[config.mk]
export PLATFORM = sky130hd
export DESIGN_NAME = seq_ones_counter
export DESIGN_NICKNAME = d
export VERILOG_FILES = /design/src/rtl/ones_counter_pkg.sv /design/src/rtl/seq_ones_counter_chunk_popcount.sv /design/src/rtl/seq_ones_counter.sv
export SDC_FILE = /design/constraint.sdc
export NUM_CORES = 1
export LEC_CHECK = 0
export CORE_ASPECT_RATIO = 0.7
export CORE_MARGIN = 5
export CORE_UTILIZATION = 40
export CTS_CLUSTER_SIZE = 8
export DETAILED_ROUTE_END_ITERATION = 8
export GPL_TIMING_DRIVEN = 0
export PLACE_DENSITY = 0.74
export SLEW_MARGIN = 30
export SYNTH_ARGS = -nofsm -noshare
export SYNTH_HDL_FRONTEND = slang
export SYNTH_HIERARCHICAL = 1
export SYNTH_SLANG_ARGS = --single-unit
[constraint.sdc]
create_clock -name clk -period 9.5 [get_ports clk]
set_input_delay 1.9 -clock clk [delete_from_list [all_inputs] [get_ports clk]]
set_output_delay 1.9 -clock clk [all_outputs]
set_load 0.02 [all_outputs]
[src/rtl/ones_counter_pkg.sv]
// Shared definitions for the sequential ones counter: FSM encodings and a
// ceil(log2) helper used to size counters and chunk popcount results.
package ones_counter_pkg;

  typedef enum logic [1:0] {
    ST_IDLE  = 2'd0,
    ST_COUNT = 2'd1,
    ST_DONE  = 2'd2
  } state_t;

  // ceil(log2(value)); returns 0 for value <= 1
  function automatic int clog2(input int value);
    int result;
    int v;
    result = 0;
    v = value - 1;
    while (v > 0) begin
      result = result + 1;
      v = v >> 1;
    end
    return result;
  endfunction

endpackage

[src/rtl/seq_ones_counter_chunk_popcount.sv]
// Combinational population count of one CHUNK-bit slice.
module chunk_popcount
  import ones_counter_pkg::*;
#(
  parameter int CHUNK = 8
) (
  input  logic [CHUNK-1:0]               bits,
  output logic [clog2(CHUNK+1)-1:0]      count
);

  localparam int PC_W = clog2(CHUNK + 1);

  // Sum the individual bits of the slice.
  always_comb begin
    count = '0;
    for (int i = 0; i < CHUNK; i++) begin
      count = count + PC_W'(bits[i]);
    end
  end

endmodule

[src/rtl/seq_ones_counter.sv]
// Multi-cycle ones counter: a word is accepted, its ones are counted CHUNK
// bits per cycle into a saturating sum, and the result is held until taken.
//
// state    | meaning
// ---------+----------------------------------------------------------
// ST_IDLE  | waiting for a word; in_ready=1, out_count shows total
// ST_COUNT | adding one chunk per cycle; N = WIDTH/CHUNK cycles
// ST_DONE  | result valid; held until out_ready, then total <= sum
module seq_ones_counter
  import ones_counter_pkg::*;
#(
  parameter int WIDTH = 64,
  parameter int CHUNK = 8,
  parameter int CNT_W = 16
) (
  input  logic             clk,
  input  logic             rst_n,
  input  logic             clr,
  input  logic             in_valid,
  output logic             in_ready,
  input  logic [WIDTH-1:0] in_data,
  input  logic             acc_mode,
  output logic             out_valid,
  input  logic             out_ready,
  output logic [CNT_W-1:0] out_count,
  output logic             sat
);

  localparam int N     = WIDTH / CHUNK;
  localparam int IDX_W = (N > 1) ? clog2(N) : 1;
  localparam int PC_W  = clog2(CHUNK + 1);
  localparam logic [IDX_W-1:0] IDX_LAST = IDX_W'(N - 1);

  state_t             state;
  state_t             state_nxt;
  logic [WIDTH-1:0]   shreg;
  logic [IDX_W-1:0]   idx;
  logic [CNT_W-1:0]   sum;
  logic [CNT_W-1:0]   total;
  logic [PC_W-1:0]    chunk_cnt;
  logic [CNT_W:0]     sum_ext;
  logic               clip;
  logic [CNT_W-1:0]   sum_sat;
  logic               accept;

  chunk_popcount #(
    .CHUNK (CHUNK)
  ) u_chunk_popcount (
    .bits  (shreg[CHUNK-1:0]),
    .count (chunk_cnt)
  );

  // clr wins over a simultaneous accept.
  assign accept = (state == ST_IDLE) && in_valid && !clr;

  // Saturating add of this cycle's chunk count; the carry-out marks a clip.
  always_comb begin
    sum_ext = {1'b0, sum} + (CNT_W + 1)'(chunk_cnt);
    clip    = sum_ext[CNT_W];
    sum_sat = clip ? '1 : sum_ext[CNT_W-1:0];
  end

  // State register.
  always_ff @(posedge clk or negedge rst_n) begin
    if (!rst_n) begin
      state <= ST_IDLE;
    end else begin
      state <= state_nxt;
    end
  end

  // Next-state logic; clr returns to idle from anywhere.
  always_comb begin
    state_nxt = state;
    if (clr) begin
      state_nxt = ST_IDLE;
    end else begin
      case (state)
        ST_IDLE:  if (in_valid)         state_nxt = ST_COUNT;
        ST_COUNT: if (idx == IDX_LAST)  state_nxt = ST_DONE;
        ST_DONE:  if (out_ready)        state_nxt = ST_IDLE;
        default:                        state_nxt = ST_IDLE;
      endcase
    end
  end

  // Outputs decoded from state; outside DONE the stored total is shown.
  always_comb begin
    in_ready  = (state == ST_IDLE);
    out_valid = (state == ST_DONE);
    out_count = out_valid ? sum : total;
  end

  // Datapath: shift register, chunk index, running sum, total and sticky sat.
  always_ff @(posedge clk or negedge rst_n) begin
    if (!rst_n) begin
      shreg <= '0;
      idx   <= '0;
      sum   <= '0;
      total <= '0;
      sat   <= 1'b0;
    end else if (clr) begin
      idx   <= '0;
      sum   <= '0;
      total <= '0;
      sat   <= 1'b0;
    end else begin
      case (state)
        ST_IDLE: begin
          if (accept) begin
            shreg <= in_data;
            idx   <= '0;
            sum   <= acc_mode ? total : '0;
            if (!acc_mode) begin
              sat <= 1'b0;
            end
          end
        end
        ST_COUNT: begin
          sum   <= sum_sat;
          shreg <= shreg >> CHUNK;
          idx   <= idx + 1'b1;
          if (clip) begin
            sat <= 1'b1;
          end
        end
        ST_DONE: begin
          if (out_ready) begin
            total <= sum;
          end
        end
        default: begin
          idx <= '0;
        end
      endcase
    end
  end

endmodule

* After elaboration in Yosys (flattened, before gate mapping)
Index checks and enable logic that the tools add are counted.
** Word-level totals
- Bits in registers :: 102
- Input bits :: 70
- Output and inout port bits :: 19
- Word-level logic and storage cells :: 65
** Cells by class
- $add $sub $neg :: 9
- Equal/unequal tests :: 11
- Multiplexer cells :: 24
- Bitwise operators :: 1
- Reductions and logical operators :: 14
** Operator list (count)
- $mux W16 :: 8
- $pmux W64 S2 :: 1
- $mux W64 :: 1
- $pmux W16 S2 :: 1
- $add A4 B1 Y4 :: 6
- $add A16 B4 Y17 :: 1
- $ne A3 B3 Y1 const B :: 4
- $pmux W3 S3 :: 1
- $mux W2 :: 4
- $mux W3 :: 2
- $ne A3 B2 Y1 const B :: 2
- $pmux W2 S3 :: 1
- $reduce_and A2 Y1 :: 3
- $reduce_and A3 Y1 :: 2
- $reduce_bool A2 Y1 :: 3
- $mux W1 :: 4
- $reduce_and A4 Y1 :: 1
- $add A3 B1 Y3 const B :: 1
- $eq A3 B3 Y1 const B :: 1
- $reduce_bool A3 Y1 :: 1
- $add A1 B1 Y2 :: 1
- $eq A2 B1 Y1 const B :: 1
- $eq A2 B2 Y1 const B :: 1
- $logic_and A1 B1 Y1 :: 2
- 6 further kinds :: 6

* Depth between registers and ports, before layout
Gate-level depths: netlist of the first run.
- Word-level depth :: 11
- Depth in mapped cells :: 16
- Gate-level depth less buffers :: 15

* By module
Netlist of the first run, hierarchy kept.
** By module, submodules not included
- seq_ones_counter :: instances 1, cells each 541, area each 5086.1 um^2, seq. area each 2552.4 um^2
- chunk_popcount :: instances 1, cells each 24, area each 190.2 um^2, seq. area each 0.0 um^2

* Worst setup path before layout of the first run
OpenSTA, ideal clock, no wires.
- Path kind :: reg2reg
- Start :: register shreg[0]
- End :: register sum[15]
- Setup time :: 0.120 ns
- Arrival :: 3.925 ns
- Required time :: 9.380 ns
- Setup slack :: 5.455 ns
- Cell stages (with the launch flop) :: 16
- Buffers on the path :: 0
- Clock period less this slack :: 4.045 ns
- Cell sequence :: dfrtp_1 -> inv_1 -> fa_1 -> fa_1 -> fa_1 -> inv_1 -> ha_1 -> inv_1 -> fa_1 -> inv_1 -> ha_1 -> a211o_1 -> a21oi_1 -> nor4_1 -> or3_1 -> and3_1
** Between the ends
- Longest elaborated chain between the ends :: 11
** Ends and longest elaborated chain
- start, declared :: RTL line seq_ones_counter.sv:36 : logic [WIDTH-1:0] shreg;
- start signal, assigned :: RTL line seq_ones_counter.sv:111 : shreg <= in_data;
- start signal, assigned :: RTL line seq_ones_counter.sv:121 : shreg <= shreg >> CHUNK;
- $add A1 B1 Y2 :: RTL line seq_ones_counter_chunk_popcount.sv:17 : count = count + PC_W'(bits[i]);
- $add A4 B1 Y4 (6 in series) :: RTL line seq_ones_counter_chunk_popcount.sv:17
- via chunk_cnt[1] :: RTL line seq_ones_counter.sv:40 : logic [PC_W-1:0] chunk_cnt;
- $add A16 B4 Y17 :: RTL line seq_ones_counter.sv:58 : sum_ext = {1'b0, sum} + (CNT_W + 1)'(chunk_cnt);
- $mux W16 :: RTL line seq_ones_counter.sv:60 : sum_sat = clip ? '1 : sum_ext[CNT_W-1:0];
- $pmux W16 S2 :: RTL line seq_ones_counter.sv:108 : case (state)
- $mux W16 :: RTL line seq_ones_counter.sv:102 : end else if (clr) begin
- end signal, assigned :: RTL line seq_ones_counter.sv:113 : sum <= acc_mode ? total : '0;
- end signal, assigned :: RTL line seq_ones_counter.sv:120 : sum <= sum_sat;
- end, declared :: RTL line seq_ones_counter.sv:38 : logic [CNT_W-1:0] sum;
The timed path passes the listed nets, and every way through them passes these cells.
A chain may end at the register's enable or synchronous reset.

* Final worst setup path of the first run
- Start :: register state[1]
- End :: output out_count[8]
** Between the ends
- Longest elaborated chain between the ends :: 2
** Ends and longest elaborated chain
- start, declared :: RTL line seq_ones_counter.sv:34 : state_t state;
- start signal, assigned :: RTL line seq_ones_counter.sv:68 : state <= state_nxt;
- $eq A2 B2 Y1 :: RTL line seq_ones_counter.sv:90 : out_valid = (state == ST_DONE);
- $mux W16 :: RTL line seq_ones_counter.sv:91 : out_count = out_valid ? sum : total;
- end, declared :: RTL line seq_ones_counter.sv:25 : output logic [CNT_W-1:0] out_count,
No other way between the ends.

==> summary.txt, run 1 <==
Max Buffers Root-to-Sink: 2
HP Start: shreg[23]
Final period utilization: 47.6%
Cells after Synth: 565
PD cells: 180 nW/um^2
Post-CTS setup buffers: 0
DRT Pass-1 Iters: 5
DR DRC count: 0
Arrival @ worst endpoint: 2.62 ns
WHS: 0.482 ns
GPL Wtd Cong: 0.960
NetSw: 0.000345 W
Top_reg_cell synth: dfrtp_1
Fillers: 1,181
Vias: 4,484
Nets: 749
FP Rows: 35
First-pass GRT wire length: 22.4 mm
#FFs+latches synth: 102
CP most frequent cell: nand2_1
FF/Latch Area: 2550 um^2
RR Startpoint: shreg[0]
Leak: 3.03 nW
Skew final: 0.00827 ns
Final setup vio count: 0
Post-CTS sizing: 0
Critical path cell sequence: clkbuf_1 > nand2b_1 > buf_2 > inv_2 > buf_1 > nand2_1 > nand2_1 > clkdlybuf4s50_1
CTS tree: yes
Post-synth EDFFs: 0
Area of the multi-input gates: 2490 um^2
Htree depth: 3
Via count of the first global-routing pass: 4,476
Internal Power: 0.000869 W
Netlist cell types: 42
Layout area overhead: 27.7%
Initial antenna violation count: 0
Yosys warns: 6
Asr flop ratio synth: 100%
Synthesized area: 5280 um^2
IO Port Bufs: 88
RSZ-0062 raised after global routing: false
Clk_lat worst skew: 0.34 ns
WS Path Type: register to primary output
Share of cells above drive strength 1: 5.82%
Die width: 147 um
Maxcap violations: 0
Inserted Clock Buffers: 9
Worst setup EP type: primary output
Hold Vio Cnt, Final: 0
Worst-path clk slew: 0.07 ns
Clock power frac: 34.8%
Minimum clock period: 4.52 ns
Syn_area_per_cell: 9.34 um^2
Critical path's largest stage delay: 0.60 ns
1st-iter DRT viols: 298
Initial core utilization: 40.4%
Wirelength per Cell: 16.1 um
Slew Limit Headroom: 44.5%
Net Sw Frac: 28.4%
Clock sinks: 102
Critical Path Source Type: register
GRT Total Usage: 17.5%
# hold bufs at CTS: 0
TNS Setup: 0 ns
Slowest CP cell: clkdlybuf4s50_1
Fmax: 0.221 GHz
Type of the worst min-delay path: register to register
Sequential-to-total area share from yosys stat: 48.4%
Antenna Cells: 0
Critical path launch point: state[1]
Comb pwr share: 22.2%
Required @ worst endpoint: 7.60 ns
Status: finished clean
CP Max Fanout: 10
Final Max Slew Viols: 0
Clk root buf: clkbuf_16
IO Count: 89
Final WL: 13.5 mm
Die Ht: 106 um
Flop pwr share: 43.0%
Die ar.: 15,600 um^2
Grt ovf: 0
Number of vias per cell: 5.36
Pin count of the biggest net entering global routing: 56
Detailed placement HPWL: 10.3 mm
Worst-Margin Slew: 0.831 ns
Post-route ant nets: 0
Core area: 13,100 um^2
VDD IR max: 104 uV
Post-synth net total: 649
-- metrics by stage --
stage                     instance area (um^2)  utilization [%]  power [W]  std cells  worst slack, ns
final                                     6740             51.6    0.00121        836             4.98
after CTS                                 6740             51.6    0.00122        836             4.98
after global routing                      6740             51.6    0.00128        836             4.73
after global placement                    6360             48.8   0.000785        819             2.78
after floorplan                           5280                -   0.000703        565             5.46
after detailed placement                  6390             49.0   0.000801        820             5.11
-- critical path, delay by kind of cell, from the launching register on --
| kind | cells | cell delay [ns] |
|---|---|---|
| buffers and inverters | 5 | 1.66 |
| DFF | 1 | 0.33 |
| and+or+nand+nor | 3 | 0.28 |
-- synthesized netlist by cell type, types with 2 or more instances --
cell type / instances / area, um^2
nand2_1: 131 / 492
clkbuf_1: 21 / 78.8
dfrtp_1: 102 / 2550
o22a_1: 3 / 26.3
ha_1: 9 / 113
o21ai_0: 65 / 325
o31ai_1: 4 / 30.0
nor2_1: 23 / 86.3
a221oi_1: 3 / 26.3
a211oi_1: 4 / 30.0
fa_1: 5 / 100
nand2b_1: 3 / 18.8
o21bai_1: 2 / 15.0
a21o_1: 2 / 15.0
buf_1: 2 / 7.51
a31oi_1: 2 / 12.5
buf_2: 14 / 70.1
inv_1: 16 / 60.1
nor2b_1: 4 / 25.0
mux2i_1: 57 / 571
or3_1: 2 / 12.5
and3_1: 4 / 25.0
nor4_2: 2 / 25.0
a22o_1: 16 / 140
nor4_1: 2 / 12.5
nand3_1: 5 / 25.0
a311oi_1: 5 / 43.8
a21oi_1: 34 / 170
nand4_1: 2 / 12.5
nor3_1: 9 / 45.0
-- final timing paths --
check | to | slack, ns | cells past startpoint
hold reg to reg | shreg[23] | 0.48 | 2
setup / recovery | out_count[8] | 4.98 | 8
setup reg to reg | sum[2] | 5.06 | 16
max in group asynchronous | shreg[61] | 7.39 | 2
hold / removal | shreg[23] | 0.48 | 2
min in group asynchronous | sum[11] | 1.49 | 1
-- cell type report --
type,instances,area share [%]
plain buffers,38,2.49
clock buffers,9,3.34
clock inverters,7,1.78
inverters,17,0.947
multi-input cells,408,37.0
flip-flops and latches,102,37.9
well taps,166,3.08
repair buffers,89,13.5
-- registers in the layout (all words and copies together), names as in the netlist --
register / cells
total: 16
idx: 3
shreg: 64
state: 2
sum: 16
sat: 1
-- per-layer routing --
layer	global-route usage [%]	share of wire (%)	wire length [um]
met5	0	0	0
met4	4.85	1.4	193
met3	3.32	5.6	750
met2	26.8	46	6140
met1	25.3	47	6380
-- cells in the final DEF (no fill, tap or decap), types with 9 or more instances in the layout --
| cell | Yosys | routed |
|---|---|---|
| nor3_1 | 9 | 9 |
| clkbuf_1 | 21 | 21 |
| dfrtp_1 | 102 | 102 |
| clkdlybuf4s50_1 | 0 | 87 |
| o21ai_0 | 65 | 65 |
| mux2i_1 | 57 | 57 |
| buf_2 | 14 | 14 |
| ha_1 | 9 | 9 |
| a21oi_1 | 34 | 34 |
| nor2_1 | 23 | 23 |
| inv_1 | 16 | 16 |
| nand2_1 | 131 | 131 |
| clkbuf_16 | 0 | 9 |
| a22o_1 | 16 | 16 |
-- cells by family (layout without fill, tap and decap cells) --
group | after synthesis | after routing | synth area share [%]
AO/OA/AOI/OAI | 145 | 145 | 16.8
AND/OR/NAND/NOR | 190 | 190 | 15.2
buffers and inverters | 55 | 160 | 4.39
multiplexers | 57 | 57 | 10.8
XOR/XNOR | 2 | 2 | 0.332
adder cells (fa/ha/maj) | 14 | 14 | 4.03
flip-flops | 102 | 102 | 48.4
-- power groups by stage --
| stage | Combinational (W) | Clock (W) | Sequential (W) |
|---|---|---|---|
| global route | 0.000307 | 0.000447 | 0.000529 |
| finish | 0.000269 | 0.000422 | 0.000522 |
| global placement | 0.000258 | 0 | 0.000528 |
| CTS | 0.000272 | 0.000430 | 0.000522 |
| detailed placement | 0.000270 | 0 | 0.000530 |
| floorplan | 0.000184 | 0 | 0.000519 |
Note: power is estimated with default switching activity, not from simulation.
==> run 2: changes to the inputs <==
clock period = 4.5 ns   (was 9.5 ns; I/O delays follow)
==> summary.txt, run 2 (same netlist as run 1, synthesis figures left out) <==
CP most frequent cell: fa_1
Die width: 147 um
Clk root buf: clkbuf_16
PD cells: 380 nW/um^2
# hold bufs at CTS: 0
Status: finished clean
Grt ovf: 0
Inserted Clock Buffers: 9
CP Max Fanout: 7
Max Buffers Root-to-Sink: 2
Final WL: 13.6 mm
WS Path Type: register to register
Net Sw Frac: 28.6%
WHS: 0.482 ns
Max reg flops: 64
Crit path buf inv count: 4
HP Start: shreg[23]
Required @ worst endpoint: 4.74 ns
FP Rows: 35
Via count of the first global-routing pass: 4,476
Type of the worst min-delay path: register to register
Clk_lat worst skew: 0.34 ns
IO Port Bufs: 88
Share of cells above drive strength 1: 6.70%
Critical Path Source Type: register
Die ar.: 15,600 um^2
Comb pwr share: 22.5%
NetSw: 0.000736 W
TNS Setup: 0 ns
Flop pwr share: 42.9%
Worst-path clk slew: 0.07 ns
Htree depth: 3
Number of vias per cell: 5.38
Critical path cell sequence: inv_1 > fa_1 > fa_1 > fa_1 > inv_1 > ha_1 > inv_1 > fa_1 > xnor2_1 > ha_1 > nand3_2 > a21o_4 > o31ai_4 > buf_4 > nor3_1 > nor4_2
Fillers: 1,176
CTS tree: yes
RR Startpoint: shreg[0]
Skew final: 0.00815 ns
Critical path launch point: shreg[0]
Leak: 3.05 nW
VDD IR max: 220 uV
Core area: 13,100 um^2
Die Ht: 106 um
Fmax: 0.231 GHz
Vias: 4,510
Detailed placement HPWL: 10.3 mm
GRT Total Usage: 17.5%
Highest-count cells in the layout ignoring fill and taps: nand2_1 (131), dfrtp_1 (102), clkdlybuf4s50_1 (87), o21ai_0 (65), mux2i_1 (57)
Final period utilization: 96.1%
Layout area overhead: 28.4%
Minimum clock period: 4.32 ns
Critical path's largest stage delay: 0.55 ns
Internal Power: 0.00184 W
Initial antenna violation count: 0
Worst setup EP type: register
Final Max Slew Viols: 0
Wirelength per Cell: 16.2 um
GPL Wtd Cong: 0.960
Clock power frac: 34.6%
Worst-Margin Slew: 0.826 ns
Slew Limit Headroom: 44.8%
Clock sinks: 102
Final setup vio count: 0
Slowest CP cell: fa_1
DR DRC count: 0
Biggest regs: shreg: 64 flops, sum: 16 flops, total: 16 flops
First-pass GRT wire length: 22.4 mm
Pin count of the biggest net entering global routing: 56
IO Count: 89
Nets: 751
1st-iter DRT viols: 298
Maxcap violations: 0
DRT Pass-1 Iters: 5
Antenna Cells: 0
Hold Vio Cnt, Final: 0
Arrival @ worst endpoint: 4.57 ns
Most common cell after layout, fill and taps aside: nand2_1
Post-route ant nets: 0
Top Family by Delay on Critical Path: adder cells
Most flops, register: shreg
Initial core utilization: 40.4%
## run 2: cell count changes in the layout (fill, tap and decap cells not counted), sizes merged
cell,previous run,this run
buf,19,21
## run 2: power groups by stage
stage	Combinational, W	Clock (W)	Sequential (W)
after floorplan	0.000388	0	0.00110
after global placement	0.000544	0	0.00111
after detailed placement	0.000571	0	0.00112
after CTS	0.000574	0.000909	0.00110
after global routing	0.000659	0.000944	0.00112
final	0.000580	0.000891	0.00110
## run 2: stage by stage
step / instances / util (%) / cell area [um^2] / power, W / setup slack, ns
6_report: 838 / 51.9 / 6780 / 0.00257 / 0.178
5_1_grt: 838 / 51.9 / 6780 / 0.00272 / -0.0237
4_1_cts: 836 / 51.6 / 6740 / 0.00258 / 0.0877
3_5_place_dp: 820 / 49.0 / 6390 / 0.00169 / 0.107
3_3_place_gp: 819 / 48.8 / 6360 / 0.00166 / -1.22
2_1_floorplan: 565 / - / 5280 / 0.00148 / 0.455
## run 2: cell type report
cell class	count	area, um^2	share of cell area [%]
Clock inverter	7	120	1.77
Sequential cell	102	2550	37.7
Inverter	17	63.8	0.942
Multi-Input combinational cell	408	2510	37.1
Buffer	38	168	2.47
Tap cell	166	208	3.07
Clock buffer	9	225	3.32
Timing Repair Buffer	91	925	13.6
## run 2: final timing paths
path,end,slack (ns),cells past startpoint
worst max-delay path,sum[5],0.18,16
worst min-delay path,shreg[23],0.48,2
worst max register to register,sum[5],0.18,16
worst min register to register,shreg[23],0.48,2
max in group asynchronous,shreg[39],3.40,2
min in group asynchronous,total[10],0.49,1
## run 2: worst reg2reg max path: cells and delay by family, from the launching register on
family                   cells  cell delay [ns]
flip-flops                   1             0.35
AND/OR/NAND/NOR              3             0.45
XOR/XNOR                     1             0.15
buffers and inverters        4             0.37
AO/OA/AOI/OAI                2             0.60
adder cells (fa/ha/maj)      6             2.32
## run 2: layer usage
metal | global-route usage (%) | wire length (um)
met2 | 26.8 | 6260
met1 | 25.3 | 6280
met5 | 0 | 0
met3 | 3.32 | 851
met4 | 4.85 | 163
## run 2: what timing repair did
action / 4_1_cts / 5_1_grt
setup buffers: 0 / 1
gates resized for setup: 0 / 6
setup endpoints to repair: 0 / 12
hold endpoints to repair: 0 / 0
==> RTL edit (settings of run 1) <==
The 3 states of `state_t` get a one-hot encoding in 3 bits.
--- a/src/rtl/ones_counter_pkg.sv
+++ b/src/rtl/ones_counter_pkg.sv
@@ -2,10 +2,10 @@
 // ceil(log2) helper used to size counters and chunk popcount results.
 package ones_counter_pkg;
 
-  typedef enum logic [1:0] {
-    ST_IDLE  = 2'd0,
-    ST_COUNT = 2'd1,
-    ST_DONE  = 2'd2
+  typedef enum logic [2:0] {
+    ST_IDLE  = 3'b001,
+    ST_COUNT = 3'b010,
+    ST_DONE  = 3'b100
   } state_t;
 
   // ceil(log2(value)); returns 0 for value <= 1
Check against the original RTL: same outputs for any inputs over 10 cycles, from zero or initial values and one cycle with rst_n low; not proved beyond that.
==> RTL edit against run 1 <==
Sequential cell count increased by 1; total power shrank 2.1%; global-route usage up 1.3 points; setup slack got worse by 0.22 ns; fmax decreased by 4.7%; final area rose by 2.5%; critical endpoint is now sum[11]; routed wire length grew 9.2%; sequential power is 2% higher; highest routed layer unchanged; register-to-register slack lost 0.30 ns; synthesized area up 3.6%; largest power group unchanged; via count is 2.7% higher.
==> RTL edit: results (changes against run 1) <==
----------------------------------------------------
[Status]
  Outcome ... finished, final reports clean

[Route]
  Number of vias in the routed layout ... 4,606 (+2.7%)
  Routed Wire Length ... 14,700 um (+9.2%)
  Wire length on met1 ... 6820 um (+6.9%)
  DRT Pass-1 Iters ... 6 (+1)

[Min path]
  Origin of the worst min-delay path ... shreg[19]
  Min-Delay Endpoint ... shreg[19]

[GRT]
  Number of global-route vias before repair ... 4,660 (+4.1%)
  Global router's overall resource usage ... 0.188 (+0.0129)
  Wire length of the first global-routing pass ... 24,000 um (+7.1%)
  Global routing met3 resource utilization ... 0.0387 (+0.00549)
  Maximum number of pins on one net before global-route repair ... 70 (+25%)

[Yosys]
  List of most frequent post-synthesis cells ... nand2_1, dfrtp_1, o21ai_0
  Number of distinct standard cells referenced by the synthesized netlist ... 46 (+9.5%)
  Portion of netlist area occupied by mux cells ... 0.138 (+0.0294)
  Share of synthesized area occupied by flip-flops and latches ... 0.472 (-0.0121)

[Clock tree]
  Clock network latency to the later pin of the worst-skew pair ... 0.36 ns (+0.02 ns)

[Timing]
  Worst-case setup margin in the final layout ... 4.76 ns (-0.221 ns)
  Worst clock skew on the final layout ... 0.00607 ns (-0.00220 ns)

[Power]
  Largest vdd supply drop ... 0.105 mV (+1.4%)
  P_int ... 0.831 mW (-4.4%)
  Clk pwr ... 0.390 mW (-7.6%)

[Layout]
  Net count of the finished layout ... 750 (+0.13%)

[Setup path]
  Worst flop-to-flop path endpoint ... sum[11]
  CP arrival ... 5.00 ns (+2.38 ns)

[Placed design]
  Final Wtd Congestion ... 0.888 (-7.5%)
  HPWL Detailed ... 11,000 um (+7.3%)

----------------------------------------------------
[RTL edit: cell types whose count changed in the layout (fill, tap and decap cells not counted), moves of 9 or more]
cell | run 1 | this run
a21o_1 | 2 | 11
clkbuf_1 | 21 | 12
mux2_2 | 0 | 17
nand2_1 | 131 | 114
nor2_1 | 23 | 12
[RTL edit: through the flow]
| step | area, um^2 | hold WS, ns | total power [mW] |
|---|---|---|---|
| after global routing | 6910 | 0.506 | 1.26 |
| final | 6910 | 0.479 | 1.19 |
| after CTS | 6910 | 0.487 | 1.19 |
| after global placement | 6570 | 0.460 | 0.782 |
| after detailed placement | 6600 | 0.470 | 0.806 |
| after floorplan | 5470 | 0.450 | 0.700 |
[RTL edit: final cells by class]
class | count | area, um^2
plain buffers | 37 | 203
repair buffers | 88 | 900
multi-input cells | 411 | 2630
clock inverters | 6 | 72.6
inverters | 16 | 60.1
flip-flops and latches | 103 | 2580
clock buffers | 10 | 239
fillers | 1145 | 6360
well taps | 185 | 231
